## config.mk

```make
export PLATFORM = sky130hd
export DESIGN_NAME = ps2_kbd_rx
export DESIGN_NICKNAME = d
export VERILOG_FILES = /design/src/rtl/ps2_pkg.sv /design/src/rtl/ps2_rx_fifo.sv /design/src/rtl/ps2_kbd_rx.sv
export SDC_FILE = /design/constraint.sdc
export NUM_CORES = 1
export LEC_CHECK = 0
export BUFFER_PORTS_ARGS = -buffer_cell sky130_fd_sc_hd__buf_4
export CORE_MARGIN = 2
export CORE_UTILIZATION = 53
export CTS_CLUSTER_DIAMETER = 30
export DETAILED_ROUTE_END_ITERATION = 10
export PLACE_DENSITY = 0.81
export SYNTH_ARGS = -nofsm -noshare
export SYNTH_HDL_FRONTEND = slang
export SYNTH_SLANG_ARGS = --single-unit
```

## constraint.sdc

```tcl
create_clock -name clk_sys -period 2.3 [get_ports clk_sys]
set_input_delay 0.115 -clock clk_sys [delete_from_list [all_inputs] [get_ports clk_sys]]
set_output_delay 0.115 -clock clk_sys [all_outputs]
set_load 0.05 [all_outputs]
```

## src/rtl/ps2_pkg.sv

```systemverilog
// ps2_pkg: shared types and constants for the PS/2 keyboard receiver.
package ps2_pkg;
  typedef enum logic [2:0] {IDLE, START, DATA, PARITY, STOP} rx_state_t;
  localparam logic [7:0] PS2_PFX_EXT = 8'hE0;
  localparam logic [7:0] PS2_PFX_REL = 8'hF0;
  localparam int PS2_FRAME_BITS = 11;
endpackage

```

## src/rtl/ps2_rx_fifo.sv

```systemverilog
// ps2_rx_fifo: show-ahead sync FIFO, 2^AW entries of W bits, registered count.
// Ports: clk_sys, reset_n (async active-low), push/din, pop, dout (head, 0 when empty),
//        valid (not empty), drop (push refused because full and no pop this cycle).
module ps2_rx_fifo #(
  parameter int W  = 8,
  parameter int AW = 3
) (
  input  logic         clk_sys,
  input  logic         reset_n,
  input  logic         push,
  input  logic [W-1:0] din,
  input  logic         pop,
  output logic [W-1:0] dout,
  output logic         valid,
  output logic         drop
);
  localparam int D = 1 << AW;
  logic [W-1:0] mem [D];
  logic [AW-1:0] wr, rd;
  logic [AW:0] cnt;
  logic full, do_push, do_pop;
  assign valid   = cnt != '0;
  assign full    = cnt == (AW+1)'(D);
  assign do_pop  = pop & valid;
  assign do_push = push & (~full | do_pop);
  assign drop    = push & full & ~do_pop;
  // Head is forced to 0 when empty so the output never shows stale or unwritten storage.
  assign dout    = valid ? mem[rd] : '0;
  always_ff @(posedge clk_sys or negedge reset_n)
    if (!reset_n) begin
      wr  <= '0;
      rd  <= '0;
      cnt <= '0;
    end else begin
      wr  <= wr + AW'(do_push);
      rd  <= rd + AW'(do_pop);
      cnt <= cnt + (AW+1)'(do_push) - (AW+1)'(do_pop);
    end
  always_ff @(posedge clk_sys)
    if (do_push) mem[wr] <= din;
endmodule

```

## src/rtl/ps2_kbd_rx.sv

```systemverilog
// ps2_kbd_rx: PS/2 keyboard frame receiver with scancode FIFO.
// Ports: clk_sys, reset_n (async active-low), ps2_clk/ps2_data (bridge stream, idle high),
//        rx_valid/rx_data/rx_ext/rx_rel (FIFO head), rx_ready (pop), frame_err and overflow
//        (1-cycle pulses), busy (mid-frame).
// Option: define PS2_RX_EXT_DECODE_EN to fold E0/F0 prefixes into rx_ext/rx_rel flags.
module ps2_kbd_rx
  import ps2_pkg::*;
#(
  parameter int FIFO_AW = 3,
  parameter int TIMEOUT = 24000
) (
  input  logic       clk_sys,
  input  logic       reset_n,
  input  logic       ps2_clk,
  input  logic       ps2_data,
  output logic       rx_valid,
  output logic [7:0] rx_data,
  output logic       rx_ext,
  output logic       rx_rel,
  input  logic       rx_ready,
  output logic       frame_err,
  output logic       overflow,
  output logic       busy
);
  localparam int TW = $clog2(TIMEOUT + 1);
`ifdef PS2_RX_EXT_DECODE_EN
  localparam int W = 10;
`else
  localparam int W = 8;
`endif
  rx_state_t state, state_d;
  logic [1:0] clk_s, dat_s;
  logic clk_p, fall, d, to;
  logic [2:0] cnt, cnt_d;
  logic [7:0] sh, sh_d, byte_q;
  logic par, par_d, pok, pok_d, done, bad, push_q, err_q, fpush;
  logic [TW-1:0] tcnt;
  logic [W-1:0] fdin, fdout;
  assign d    = dat_s[1];
  assign fall = clk_p & ~clk_s[1];
  // A fall in the very cycle the limit is hit still counts as progress.
  assign to   = (state != IDLE) & ~fall & (tcnt == TW'(TIMEOUT - 1));
  assign busy = state != IDLE;
  always_comb begin
    state_d = state;
    cnt_d   = cnt;
    sh_d    = sh;
    par_d   = par;
    pok_d   = pok;
    done    = 1'b0;
    bad     = 1'b0;
    if (to) begin
      state_d = IDLE;
      bad     = 1'b1;
    end else if (fall)
      case (state)
        IDLE: if (!d) begin
          state_d = START;
          cnt_d   = '0;
          par_d   = 1'b0;
        end
        START, DATA: begin
          sh_d    = {d, sh[7:1]};
          par_d   = par ^ d;
          cnt_d   = cnt + 3'd1;
          state_d = (cnt == 3'd7) ? PARITY : DATA;
        end
        PARITY: begin
          pok_d   = par ^ d;
          state_d = STOP;
        end
        STOP: begin
          state_d = IDLE;
          done    = d & pok;
          bad     = ~(d & pok);
        end
        default: state_d = IDLE;
      endcase
  end
  always_ff @(posedge clk_sys or negedge reset_n)
    if (!reset_n) begin
      clk_s  <= 2'b11;
      dat_s  <= 2'b11;
      clk_p  <= 1'b1;
      state  <= IDLE;
      cnt    <= '0;
      sh     <= '0;
      par    <= 1'b0;
      pok    <= 1'b0;
      tcnt   <= '0;
      push_q <= 1'b0;
      err_q  <= 1'b0;
      byte_q <= '0;
    end else begin
      clk_s  <= {clk_s[0], ps2_clk};
      dat_s  <= {dat_s[0], ps2_data};
      clk_p  <= clk_s[1];
      state  <= state_d;
      cnt    <= cnt_d;
      sh     <= sh_d;
      par    <= par_d;
      pok    <= pok_d;
      tcnt   <= (state == IDLE || fall) ? '0 : (tcnt == TW'(TIMEOUT)) ? tcnt : tcnt + TW'(1);
      push_q <= done;
      err_q  <= bad;
      byte_q <= sh;
    end
  assign frame_err = err_q;
`ifdef PS2_RX_EXT_DECODE_EN
  logic pe, pr, is_e, is_r;
  assign is_e   = byte_q == PS2_PFX_EXT;
  assign is_r   = byte_q == PS2_PFX_REL;
  assign fpush  = push_q & ~is_e & ~is_r;
  assign fdin   = {pe, pr, byte_q};
  assign rx_ext = fdout[9];
  assign rx_rel = fdout[8];
  // Flags clear on any real push attempt (even if it overflows) and on a bad frame.
  always_ff @(posedge clk_sys or negedge reset_n)
    if (!reset_n) begin
      pe <= 1'b0;
      pr <= 1'b0;
    end else if (err_q | fpush) begin
      pe <= 1'b0;
      pr <= 1'b0;
    end else if (push_q) begin
      pe <= pe | is_e;
      pr <= pr | is_r;
    end
`else
  assign fpush  = push_q;
  assign fdin   = byte_q;
  assign rx_ext = 1'b0;
  assign rx_rel = 1'b0;
`endif
  assign rx_data = fdout[7:0];
  ps2_rx_fifo #(.W(W), .AW(FIFO_AW)) u_fifo (
    .clk_sys(clk_sys),
    .reset_n(reset_n),
    .push(fpush),
    .din(fdin),
    .pop(rx_ready),
    .dout(fdout),
    .valid(rx_valid),
    .drop(overflow)
  );
endmodule

```

### Yosys cells after proc, flatten, opt, wreduce, memory -nomap -nowiden

Memories as Yosys holds them, arrays and structs flattened.
Index checks and enable logic that the tools add are counted.

* muxes and demuxes: 20
* $add $sub $neg: 6
* bitwise gates (word level): 16
* equality and inequality tests: 11
* reductions and logical operators: 11

Operator list (number)
* equality test 15 bit, second input constant: 2
* two-way mux 15 bit: 2
* adder 15 x 1 -> 15 bit, second input constant: 1
* two-way mux 3 bit: 4
* two-way mux 1 bit: 10
* one-hot mux 3 bit (3 select lines): 1
* bitwise AND 1 bit: 8
* two-way mux 8 bit: 1
* adder 3 x 1 -> 3 bit: 2
* equality test 3 x 2 -> 1 bit, second input constant: 2
* equality test 3 bit, second input constant: 2
* inverter 1 bit: 6
* one-hot mux 3 bit (2 select lines): 1
* AND reduction 3 bit: 2
* adder 4 x 1 -> 4 bit: 1
* equality test 4 bit, second input constant: 1
* != test 2 bit, second input constant: 2
* AND reduction 4 bit: 1
* nonzero test 2 bit: 2
* nonzero test 4 bit: 1
* subtractor 4 x 1 -> 4 bit: 1
* adder 3 x 1 -> 3 bit, second input constant: 1
* equality test 3 x 1 -> 1 bit, second input constant: 1
* zero test 3 bit: 1
* 8 further kinds: 8

* memories: 1
* bits in registers: 56
* input port bits: 5
* output and inout bits: 14
* bits in writable memories: 64

Memories
* u_fifo.mem: words 8, bits a word 8, read ports 1, clocked after memory_dff 0, write ports 1, RTL line ps2_rx_fifo.sv:18 `logic [W-1:0] mem [D];`

### Logic depth before layout (Yosys ltp)

Gate-level depths: netlist of the first run.

* word-level depth: 7
* depth in mapped cells: 13

### Cells and area by module

From an unflattened synthesis of the first run, not the netlist that was laid out.

* cells, all modules: 368
* area, all modules: 5287.6 µm²

Modules (own cells, without submodules)
* ps2_rx_fifo: area each 3140.5 µm², times used 1, cells each 189
* ps2_kbd_rx: area each 2147.1 µm², times used 1, cells each 179

### Worst setup path after synthesis of the first run

No wires, ideal clock.

* path kind: flip-flop to flip-flop
* from: reg u_fifo.cnt[2]
* to: reg u_fifo.cnt[2]
* cell stages (with the launch flop): 13
* path buffers: 1
* data arrival time: 2.459 ns
* slack: -0.282 ns
* path through: dfrtp_1 > inv_1 > ha_1 > and2_1 > clkbuf_1 > inv_1 > nand2_1 > inv_1 > ha_1 > inv_1 > ha_1 > fa_1 > xor2_1

* word-level cells in the longest chain between the ends: 6
* elaborated cells between the ends (all ways): 8
* classes of those cells: add/sub (2); eq/ne (1); bitwise (4); reduce/logical (1)

Ends and longest elaborated chain
* start, declared: RTL line ps2_rx_fifo.sv:20 `logic [AW:0] cnt;`
* start signal, assigned: RTL line ps2_rx_fifo.sv:37 `cnt <= cnt + (AW+1)'(do_push) - (AW+1)'(do_pop);`
* nonzero test 4 bit (*): RTL line ps2_rx_fifo.sv:22 `assign valid = cnt != '0;`
* via rx_valid: RTL line ps2_kbd_rx.sv:16 `output logic rx_valid,`
* bitwise AND 1 bit (*): RTL line ps2_rx_fifo.sv:24 `assign do_pop = pop & valid;`
* bitwise OR 1 bit: RTL line ps2_rx_fifo.sv:25 `assign do_push = push & (~full | do_pop);`
* bitwise AND 1 bit: RTL line ps2_rx_fifo.sv:25
* adder 4 x 1 -> 4 bit: RTL line ps2_rx_fifo.sv:37
* subtractor 4 x 1 -> 4 bit (*): RTL line ps2_rx_fifo.sv:37

The timed path passes the listed nets; every way through them passes the cells marked *.
A chain may end at the register's enable or synchronous reset.

### Worst setup path after layout of the first run

* from: reg u_fifo.rd[0]
* to: out rx_data[4]

* word-level cells in the longest chain between the ends: 2

Ends and longest elaborated chain
* start, declared: RTL line ps2_rx_fifo.sv:19 `logic [AW-1:0] wr, rd;`
* start signal, assigned: RTL line ps2_rx_fifo.sv:36 `rd <= rd + AW'(do_pop);`
* memory read (8 x 8 bit)
* two-way mux 8 bit: RTL line ps2_rx_fifo.sv:28 `assign dout = valid ? mem[rd] : '0;`
* end, declared: RTL line ps2_kbd_rx.sv:17 `output logic [7:0] rx_data,`

Every way passes these cells.

==> reports/results.tsv, run 1 <==
metric	value	unit
status	completed	
CTS tree	built	
Synth warnings	0	
num rows	35	
CTS Sinks	120	
antenna violations before repair	0	
first-pass GRT wire length	13600	um
Via density	5.40	
DIE WIDTH	101	um
largest net degree at the start of global routing	57	
post-synth design cell area	0.00500	mm2
relative max-transition margin	53.7	%
post-synthesis sequential area ratio	66.6	%
dominant synthesized flop cell	edfxtp_1	
boundary pin count	19	
startpoint types	register	
Place WS	0.105	ns
wire per inst	16.5	um
Worst-path clk slew	0.06	ns
static leakage	2.38	nW
CTS Buf Count	17	
Max Fanout on Critical Path	8	
CP peak stage delay	0.51	ns
Detail Route Antenna Nets	0	
htree depth	4	
gr ovfl total	0	
fmax	461	MHz
vias in the first global route	2715	
final period utilization	94.3	%
Setup crit end kind	output pin	
Setup violations, final	0	
WP data required	2.18	ns
worst slew pin tran	0.695	ns
setup TNS	0	ns
gpl congestion	0.797	
Residual DRC	0	
Worst-Skew Late Latency	0.51	ns
starting density of the core	54.3	%
Unique masters post-synth	51	
Die ar.	0.0102	mm2
CP Class	register to output pin	
max_cap viols	0	
hpwl dp	5250	um
Max Root-Sink Buffers	2	
Slew Viols, Final	0	
Syn Inst Count	340	
clk_skew	0.0147	ns
vias	2710	
EDFF count, synth	64	
worst min path class	input pin to async pin	
Setup WS post-layout	0.132	ns
overall global routing resource usage	18.1	%
VDD IR max	0.000907	V
CP top delay family	multiplexers	
Routed WL	8270	um
nets	397	
pwr dens	1240	mW/mm2
Non-Filler Instances	502	
Post-synth ARST share	46.7	%
Final Total Pwr	0.00730	W
Final Hold Viols	0	
RSZ-0062 raised after global routing	no	
DRT Pass-1 Iters	4	
WP buf/inv	2	
Synth Register Bits	120	
Core ar.	0.00920	mm2
Synth Area per Inst	14.7	um2
WP data arrival	2.05	ns
Slowest-stage cell, CP	mux4_2	
final period demand of the worst path	2.17	ns
Die Y	101	um
PortBufs	16	
Layout Utilization	63.9	%
Root Driver	clkbuf_8	
antenna diode count	0	
Post-CTS Setup Bufs	0	
DP Cell Count	465	
DRT iter0 DRCs	121	
share of layout cells above drive strength 1	25.1	%
CP Cell Sequence	clkbuf_16 -> mux4_2 -> mux2i_1 -> nor2_1 -> buf_4	
Layout area overhead	17.7	%
final timing paths:
path,startpoint,end,slack [ns],cells past startpoint
setup / recovery,u_fifo.rd[0]$_DFF_PN0_,rx_data[4],0.13,5
hold / removal,reset_n,u_fifo.cnt[1]$_DFF_PN0_,0.17,2
setup reg to reg,u_fifo.cnt[2]$_DFF_PN0_,u_fifo.cnt[3]$_DFF_PN0_,0.18,12
hold reg to reg,clk_s[0]$_DFF_PN1_,clk_s[1]$_DFF_PN1_,0.36,0
max in group asynchronous,reset_n,byte_q[4]$_DFF_PN0_,1.63,2
min in group clk_sys,ps2_clk,clk_s[0]$_DFF_PN1_,0.25,2
report_power, final:
part	internal, W	leakage (nW)	switching (W)	total [W]
logic	0.000848	0.818	0.00113	0.00198
registers	0.00263	1.31	0.000369	0.00300
clock network	0.00134	0.256	0.000989	0.00233
total	0.00482	2.38	0.00249	0.00730
cell usage in the layout (no fill, tap or decap), drive strengths merged, types with 2 or more instances in the layout:
cell,n
edfxtp,64
dfrtp,51
nand2,39
nor2,30
buf,26
clkbuf,18
mux4,16
inv,16
ha,13
xor2,10
mux2i,9
xnor2,7
clkinv,7
and3,6
o21ai,6
a21oi,5
nand4,5
dfstp,5
nand2b,5
nor3,5
nand3,5
clkinvlp,4
dlygate4sd3,4
nor4,4
nor3b,3
or3,3
and2,3
a21o,2
o31ai,2
or4,2
a22o,2
conb,2
kinds of logic (layout without fill, tap and decap cells):
| family | count (synthesis) | after routing | synth area share [%] |
|---|---|---|---|
| buffers and inverters | 25 | 75 | 2.55 |
| AND/OR/NAND/NOR | 115 | 115 | 11.9 |
| other | 1 | 2 | 0.0750 |
| multiplexers | 26 | 26 | 9.24 |
| XOR/XNOR | 17 | 17 | 2.98 |
| adder cells (fa/ha/maj) | 14 | 14 | 3.66 |
| flip-flops | 120 | 120 | 66.6 |
| AO/OA/AOI/OAI | 22 | 22 | 2.95 |
registers in the layout (all words and copies together), names as in the netlist, 2 cells and up:
signal	flops
u_fifo.mem	64
tcnt	15
byte_q	8
sh	8
u_fifo.cnt	4
cnt	3
state	3
u_fifo.rd	3
u_fifo.wr	3
clk_s	2
dat_s	2
cell usage after synthesis (3+ instances only):
library cell / n / area, um2
nor3b_1: 3 / 22.5
o21ai_0: 5 / 25.0
or3_1: 3 / 18.8
nor3_1: 4 / 20.0
dfstp_2: 5 / 131
buf_2: 6 / 30.0
xor2_1: 10 / 87.6
nor4_1: 3 / 18.8
nand2_1: 37 / 139
nor2_1: 30 / 113
edfxtp_1: 64 / 1920
mux2i_1: 9 / 90.1
nand2b_1: 4 / 25.0
nand3_1: 3 / 15.0
a21oi_1: 5 / 25.0
and2_1: 3 / 18.8
ha_1: 13 / 163
buf_4: 3 / 22.5
and3_1: 5 / 31.3
nand4_1: 5 / 31.3
xnor2_1: 7 / 61.3
inv_1: 12 / 45.0
mux4_2: 16 / 360
dfrtp_1: 51 / 1280
cell type report:
class                           instances  area, um2
Sequential cell                       120       3330
Fill cell                             638       3320
Multi-Input combinational cell        196       1550
Clock buffer                           17        414
Timing Repair Buffer                   31        273
Tap cell                              111        139
Clock inverter                         15        120
Inverter                               12       48.8
through the flow:
stage	hold WS [ns]	cell area, um2
2_1_floorplan	-0.181	5020
3_3_place_gp	0.198	5260
3_5_place_dp	0.207	5260
4_1_cts	0.200	5840
5_1_grt	0.223	5880
6_report	0.167	5880
layer usage:
layer | part of all wire [%] | vias up | wire, um | GRT usage, %
met4 | 1.2 | 0 | 101 | 8.32
li1 | - | 1306 | - | -
met5 | 0 | - | 0 | 0
met1 | 43 | 1346 | 3580 | 22.4
met3 | 3.3 | 9 | 274 | 6.17
met2 | 52 | 49 | 4310 | 29.1
timing repair:
item | in CTS | in global routing
resized for setup | 2 | 5
setup endpoints to repair | 8 | 10
gates cloned | 0 | 1
hold endpoints to repair | 55 | 0
hold buffers | 4 | 0
Note: power is estimated with default switching activity, not from simulation.
==> run 2, diff against run 1 <==
--- a/config.mk
+++ b/config.mk
@@ -13,4 +13,5 @@
 export PLACE_DENSITY = 0.81
 export SYNTH_ARGS = -nofsm -noshare
 export SYNTH_HDL_FRONTEND = slang
+export SYNTH_HIERARCHICAL = 1
 export SYNTH_SLANG_ARGS = --single-unit
==> reports/results.tsv, run 2 <==
metric	value	unit	change
static leakage	2.51	nW	+5.6%
Setup violations, final	0		unchanged
CTS Sinks	120		unchanged
RSZ-0062 raised after global routing	no		
commonest cells after routing, fill and taps aside	edfxtp_1 (64), dfrtp_1 (51), mux2i_1 (33)		
vias in the first global route	3097		+14%
fmax	466	MHz	+1.1%
relative max-transition margin	41.0	%	-13 points
startpoint types	register		
post-synth design cell area	0.00529	mm2	+5.8%
hpwl dp	5700	um	+8.6%
most frequent cells after synthesis	edfxtp_1 (64), dfrtp_1 (51), mux2i_1 (33), nor2_1 (23), a22oi_1 (17)		
Post-CTS Setup Bufs	0		unchanged
gpl congestion	0.784		-1.6%
wire per inst	17.3	um	+4.8%
Slowest-stage cell, CP	nor2b_1		
antenna diode count	0		unchanged
critical path depth	5		unchanged
Max Root-Sink Buffers	2		unchanged
worst min path class	input pin to register		
Synth area leaders	edfxtp_1 (36%), dfrtp_1 (24%), mux2i_1 (6.2%)		
share of layout cells above drive strength 1	20.1	%	-4.9 points
Root Driver	clkbuf_8		
Die Y	104	um	+2.7%
DIE WIDTH	104	um	+2.7%
WP buf/inv	2		unchanged
nets	418		+5.3%
final period demand of the worst path	2.14	ns	-0.0238 ns
antenna violations before repair	0		unchanged
Syn Inst Count	368		+8.2%
hold-critical path depth	3		
max reg flops	64		unchanged
commonest non-fill, non-tap cell in the layout	edfxtp_1		
final period utilization	93.2	%	-1.0 points
r2r setup slk	0.16	ns	-0.02 ns
DRT iter0 DRCs	178		+47%
dominant synthesized flop cell	edfxtp_1		
CTS Buf Count	17		unchanged
Synth warnings	6		+6
starting density of the core	54.3	%	about the same
WP data required	2.18	ns	about the same
pwr dens	1320	mW/mm2	+6.3%
gr ovfl total	0		unchanged
Setup crit end kind	output pin		
clk_skew	0.00795	ns	-0.00680 ns
Via density	5.48		+1.5%
depth of the worst register-to-register path	9		-3
CP Launch Point	u_fifo/rd[0]$_DFF_PN0_		
boundary pin count	19		unchanged
post-synthesis sequential area ratio	63.0	%	-3.7 points
EDFF count, synth	64		unchanged
Detail Route Antenna Nets	0		unchanged
sw frac	33.3	%	-0.73 points
critical path's most frequent cell	buf_4		
largest net degree at the start of global routing	57		unchanged
setup TNS	0	ns	unchanged
Sw Pwr	0.00271	W	+8.8%
CP peak stage delay	0.44	ns	-0.07 ns
overall global routing resource usage	18.4	%	+0.28 points
VDD IR max	0.000736	V	-19%
DRT Pass-1 Iters	4		unchanged
Pint	0.00541	W	+12%
r2r endpoint	u_fifo/cnt[1]$_DFF_PN0_		
combinational share of power	30.0	%	+2.9 points
vias	2985		+10%
Layout area overhead	16.3	%	
Routed WL	9400	um	+14%
PortBufs	16		unchanged
top cell type's share of synthesized area	36.3	%	-2.1 points
status	completed		
Core ar.	0.00973	mm2	+5.8%
crit path to	rx_data[1]		
Seq pwr share	37.3	%	-3.8 points
Final Hold Viols	0		unchanged
area leader, netlist	edfxtp_1		
Largest regs	u_fifo/mem x64, tcnt x15		
CP Class	register to output pin		
count leader, synth	edfxtp_1		
CTS tree	built		
first-pass GRT wire length	15500	um	+13%
Residual DRC	0		unchanged
worst slew pin tran	0.882	ns	+0.188 ns
Synth Area per Inst	14.4	um2	-2.2%
Worst-Skew Late Latency	0.51	ns	about the same
WP data arrival	2.03	ns	-0.02 ns
Synth Register Bits	120		unchanged
CP Cell Sequence	nor2b_1 -> buf_4 -> a22oi_1 -> and3_1 -> buf_4		
Post-synth ARST share	46.7	%	unchanged
Layout Utilization	63.2	%	-0.73 points
reg2reg start	u_fifo/cnt[2]$_DFF_PN0_		
Slew Viols, Final	0		unchanged
Clk pwr share	32.8	%	+0.9 points
num rows	36		+2.9%
Unique masters post-synth	61		+20%
max_cap viols	0		unchanged
Top reg by flops	u_fifo/mem		
htree depth	4		unchanged
CP top delay family	simple AND/OR/NAND/NOR gates		
Max Fanout on Critical Path	5		-3
Die ar.	0.0108	mm2	+5.6%
Worst-path clk slew	0.06	ns	about the same
[run 2: cell types whose count changed in the layout (fill, tap and decap cells not counted), moves of 7 or more]
| cell | previous run | this run |
|---|---|---|
| a22oi_1 | 0 | 17 |
| mux2_4 | 0 | 8 |
| mux2i_1 | 9 | 33 |
| mux4_2 | 16 | 0 |
| nand2_1 | 36 | 12 |
| nor2_1 | 30 | 23 |
[run 2: power by group through the flow]
stage / sequential [W] / clock, W / combinational [W]
global placement: 0.00302 / 0 / 0.00236
CTS: 0.00302 / 0.00269 / 0.00245
finish: 0.00303 / 0.00266 / 0.00243
floorplan: 0.00291 / 0 / 0.00200
detailed placement: 0.00306 / 0 / 0.00242
global route: 0.00308 / 0.00278 / 0.00261
[run 2: kinds of logic after synthesis]
family	share of synthesized area (%)
AND/OR/NAND/NOR	12.3
multiplexers	8.52
XOR/XNOR	2.82
flip-flops	63.0
adder cells (fa/ha/maj)	3.45
buffers and inverters	3.31
AO/OA/AOI/OAI	6.60
other	0.0709
[run 2: per-stage QoR]
stage	power, W	worst slack, ns	hold slack [ns]	instance area, um2	instances
6_report	0.00812	0.156	0.0542	6150	545
5_1_grt	0.00847	0.0723	0.0746	6150	545
4_1_cts	0.00817	0.0275	0.0493	6150	545
3_5_place_dp	0.00548	0.153	0.207	5520	510
3_3_place_gp	0.00538	0.247	0.196	5520	510
2_1_floorplan	0.00491	0.315	-0.181	5290	369
[run 2: tightest hold or removal path, cell delays in order]
cell and delay (ns):
buf_4 0.09, nor2b_1 0.18, ha_1 0.15
[run 2: final cells by class]
cell class	instances	area, um2
clock inverters	10	153
clock buffers	22	443
flip-flops and latches	120	3330
repair buffers	25	208
fillers	715	3580
inverters	16	60.1
well taps	133	166
multi-input cells	219	1790
[run 2: worst min path at each step]
stage / start / end / slack [ns]
2_1_floorplan: reset_n / byte_q[0]$_DFF_PN0_ / -0.18
3_3_place_gp: reset_n / tcnt[3]$_DFFE_PN0P_ / 0.20
3_5_place_dp: reset_n / tcnt[3]$_DFFE_PN0P_ / 0.21
4_1_cts: rx_ready / u_fifo/rd[0]$_DFF_PN0_ / 0.05
5_1_grt: rx_ready / u_fifo/rd[0]$_DFF_PN0_ / 0.07
6_report: rx_ready / u_fifo/rd[0]$_DFF_PN0_ / 0.05
[run 2: repair_timing]
item / 4_1_cts / 5_1_grt
hold buffers: 3 / 0
gates cloned: 0 / 0
pin swaps: 0 / 0
setup endpoints to repair: 5 / 8
hold endpoints to repair: 53 / 0
gates resized for setup: 1 / 1
[run 2: layer usage]
layer | up-vias | track usage, % | wire length (um)
met2 | 54 | 32.0 | 4910
met4 | 0 | 5.98 | 131
met5 | - | 0 | 0
met3 | 13 | 5.51 | 318
met1 | 1503 | 22.0 | 4040
li1 | 1415 | - | -
==> run 3, diff against run 2 <==
--- a/config.mk
+++ b/config.mk
@@ -11,6 +11,7 @@
 export CTS_CLUSTER_DIAMETER = 30
 export DETAILED_ROUTE_END_ITERATION = 10
 export PLACE_DENSITY = 0.81
+export RECOVER_POWER = 25
 export SYNTH_ARGS = -nofsm -noshare
 export SYNTH_HDL_FRONTEND = slang
 export SYNTH_HIERARCHICAL = 1
==> reports/results.tsv, run 3 (synthesis results as in run 2) <==
metric	value	unit	change
CP top delay family	simple AND/OR/NAND/NOR gates		
WP data arrival	2.06	ns	+0.03 ns
max_cap viols	0		unchanged
Top reg by flops	u_fifo/mem		
nets	418		unchanged
critical path's most frequent cell	buf_4		
max reg flops	64		unchanged
boundary pin count	19		unchanged
Highest Signal Layer	met4		
wire per inst	17.2	um	-0.12%
Routed WL	9390	um	-0.12%
M1 WL	4010	um	-0.77%
DRT Pass-1 Iters	4		unchanged
CP Class	register to output pin		
Via density	5.47		-0.13%
startpoint types	register		
Setup crit end kind	output pin		
share of layout cells above drive strength 1	19.9	%	-0.24 points
DP Cell Count	510		unchanged
pwr dens	1320	mW/mm2	about the same
Met2 Wirelength	4910	um	-0.10%
DRT iter0 DRCs	178		unchanged
hpwl dp	5700	um	unchanged
Root Driver	clkbuf_8		
CP Cell Sequence	nor2b_1 -> buf_4 -> a22oi_1 -> and3_1 -> buf_4		
vias	2981		-0.13%
Largest regs	u_fifo/mem x64, tcnt x15		
Residual DRC	0		unchanged
CTS tree	built		
Max Fanout on Critical Path	5		unchanged
gr ovfl total	0		unchanged
Worst Hold Slack	0.0542	ns	+0.0000269 ns
DIE WIDTH	104	um	unchanged
WP buf/inv	2		unchanged
Detail Route Antenna Nets	0		unchanged
RSZ-0062 raised after global routing	no		
Final Hold Viols	0		unchanged
hold-critical path depth	3		unchanged
setup TNS	0	ns	unchanged
Layout area overhead	16.3	%	about the same
vias in the first global route	3097		unchanged
depth of the worst register-to-register path	9		unchanged
Max Root-Sink Buffers	2		unchanged
Setup violations, final	0		unchanged
CTS Buf Count	17		unchanged
htree depth	4		unchanged
WP data required	2.18	ns	about the same
Die Y	104	um	unchanged
worst min path class	input pin to register		
Slowest-stage cell, CP	nor2b_1		
CP peak stage delay	0.46	ns	+0.02 ns
overall global routing resource usage	18.4	%	unchanged
commonest non-fill, non-tap cell in the layout	edfxtp_1		
Area after DPL	0.00552	mm2	unchanged
CTS Sinks	120		unchanged
relative max-transition margin	12.2	%	-29 points
final period demand of the worst path	2.17	ns	+0.0301 ns
antenna violations before repair	0		unchanged
largest net degree at the start of global routing	57		unchanged
Slew Viols, Final	0		unchanged
met3 WL post-DR	309	um	-2.8%
PortBufs	16		unchanged
status	completed		
Worst-Skew Late Latency	0.51	ns	about the same
num rows	36		unchanged
VDD IR max	0.000736	V	about the same
clk_skew	0.00736	ns	-0.000588 ns
antenna diode count	0		unchanged
commonest cells after routing, fill and taps aside	edfxtp_1 (64), dfrtp_1 (51), mux2i_1 (33)		
critical path depth	5		unchanged
worst slew pin tran	1.32	ns	+0.435 ns
fmax	460	MHz	-1.4%
Final Instance Area	0.00615	mm2	about the same
final period utilization	94.5	%	+1.3 points
Die ar.	0.0108	mm2	unchanged
first-pass GRT wire length	15500	um	unchanged
static leakage	2.51	nW	about the same
Worst-path clk slew	0.06	ns	about the same
Core ar.	0.00973	mm2	unchanged
starting density of the core	54.3	%	unchanged
Non-Filler Instances	545		unchanged
gpl congestion	0.784		unchanged
run 3: changes by cell type in the layout (fill, tap and decap cells not counted), sizes merged:
cell / delta
buf: -3
clkbuf: +3
run 3: worst paths after layout:
path	start	endpoint	slack, ns
min reg2reg	dat_s[0]$_DFF_PN1_	dat_s[1]$_DFF_PN1_	0.36
max in group asynchronous	reset_n	byte_q[3]$_DFF_PN0_	1.06
min in group asynchronous	reset_n	tcnt[3]$_DFFE_PN0P_	0.44
min	rx_ready	u_fifo/rd[0]$_DFF_PN0_	0.05
max reg2reg	u_fifo/cnt[2]$_DFF_PN0_	u_fifo/cnt[1]$_DFF_PN0_	0.15
max	u_fifo/rd[0]$_DFF_PN0_	rx_data[1]	0.13
run 3: worst reg2reg max path: cells and delay by family, from the launching register on:
kind / cells / cell delay, ns
buffers and inverters: 3 / 0.24
AND/OR/NAND/NOR: 1 / 0.26
flip-flops: 1 / 0.36
adder cells (fa/ha/maj): 3 / 0.79
AO/OA/AOI/OAI: 2 / 0.46
run 3: area by class of cell:
class | instances | area (um2)
sequential | 120 | 3330
clock inverter | 10 | 153
inverter | 16 | 60.1
fill | 716 | 3580
timing repair buffer | 25 | 205
clock buffer | 22 | 443
multi-input combinational | 219 | 1790
tap | 133 | 166
run 3: through the flow:
step	total power, W	setup WS, ns	utilization (%)
after floorplan	0.00491	0.315	-
after global placement	0.00538	0.247	56.7
after detailed placement	0.00548	0.153	56.7
after CTS	0.00817	0.0275	63.2
after global routing	0.00847	0.0723	63.2
final	0.00812	0.126	63.2
run 3: power breakdown:
part | switching (W) | internal (W) | total [W]
combinational | 0.00146 | 0.000971 | 0.00243
sequential | 0.000360 | 0.00266 | 0.00302
clock | 0.000886 | 0.00178 | 0.00266
run 3: per-layer routing:
metal,track usage [%],up-vias
met5,0,-
met4,5.98,0
met3,5.51,19
met2,32.0,54
met1,22.0,1494
li1,-,1414
run 3: repair_timing:
action                     in CTS  in global routing
gates resized for setup         1                  1
hold endpoints to repair       53                  0
hold buffers                    3                  0
cloned                          0                  0
setup buffers                   0                  0
setup endpoints to repair       5                  8
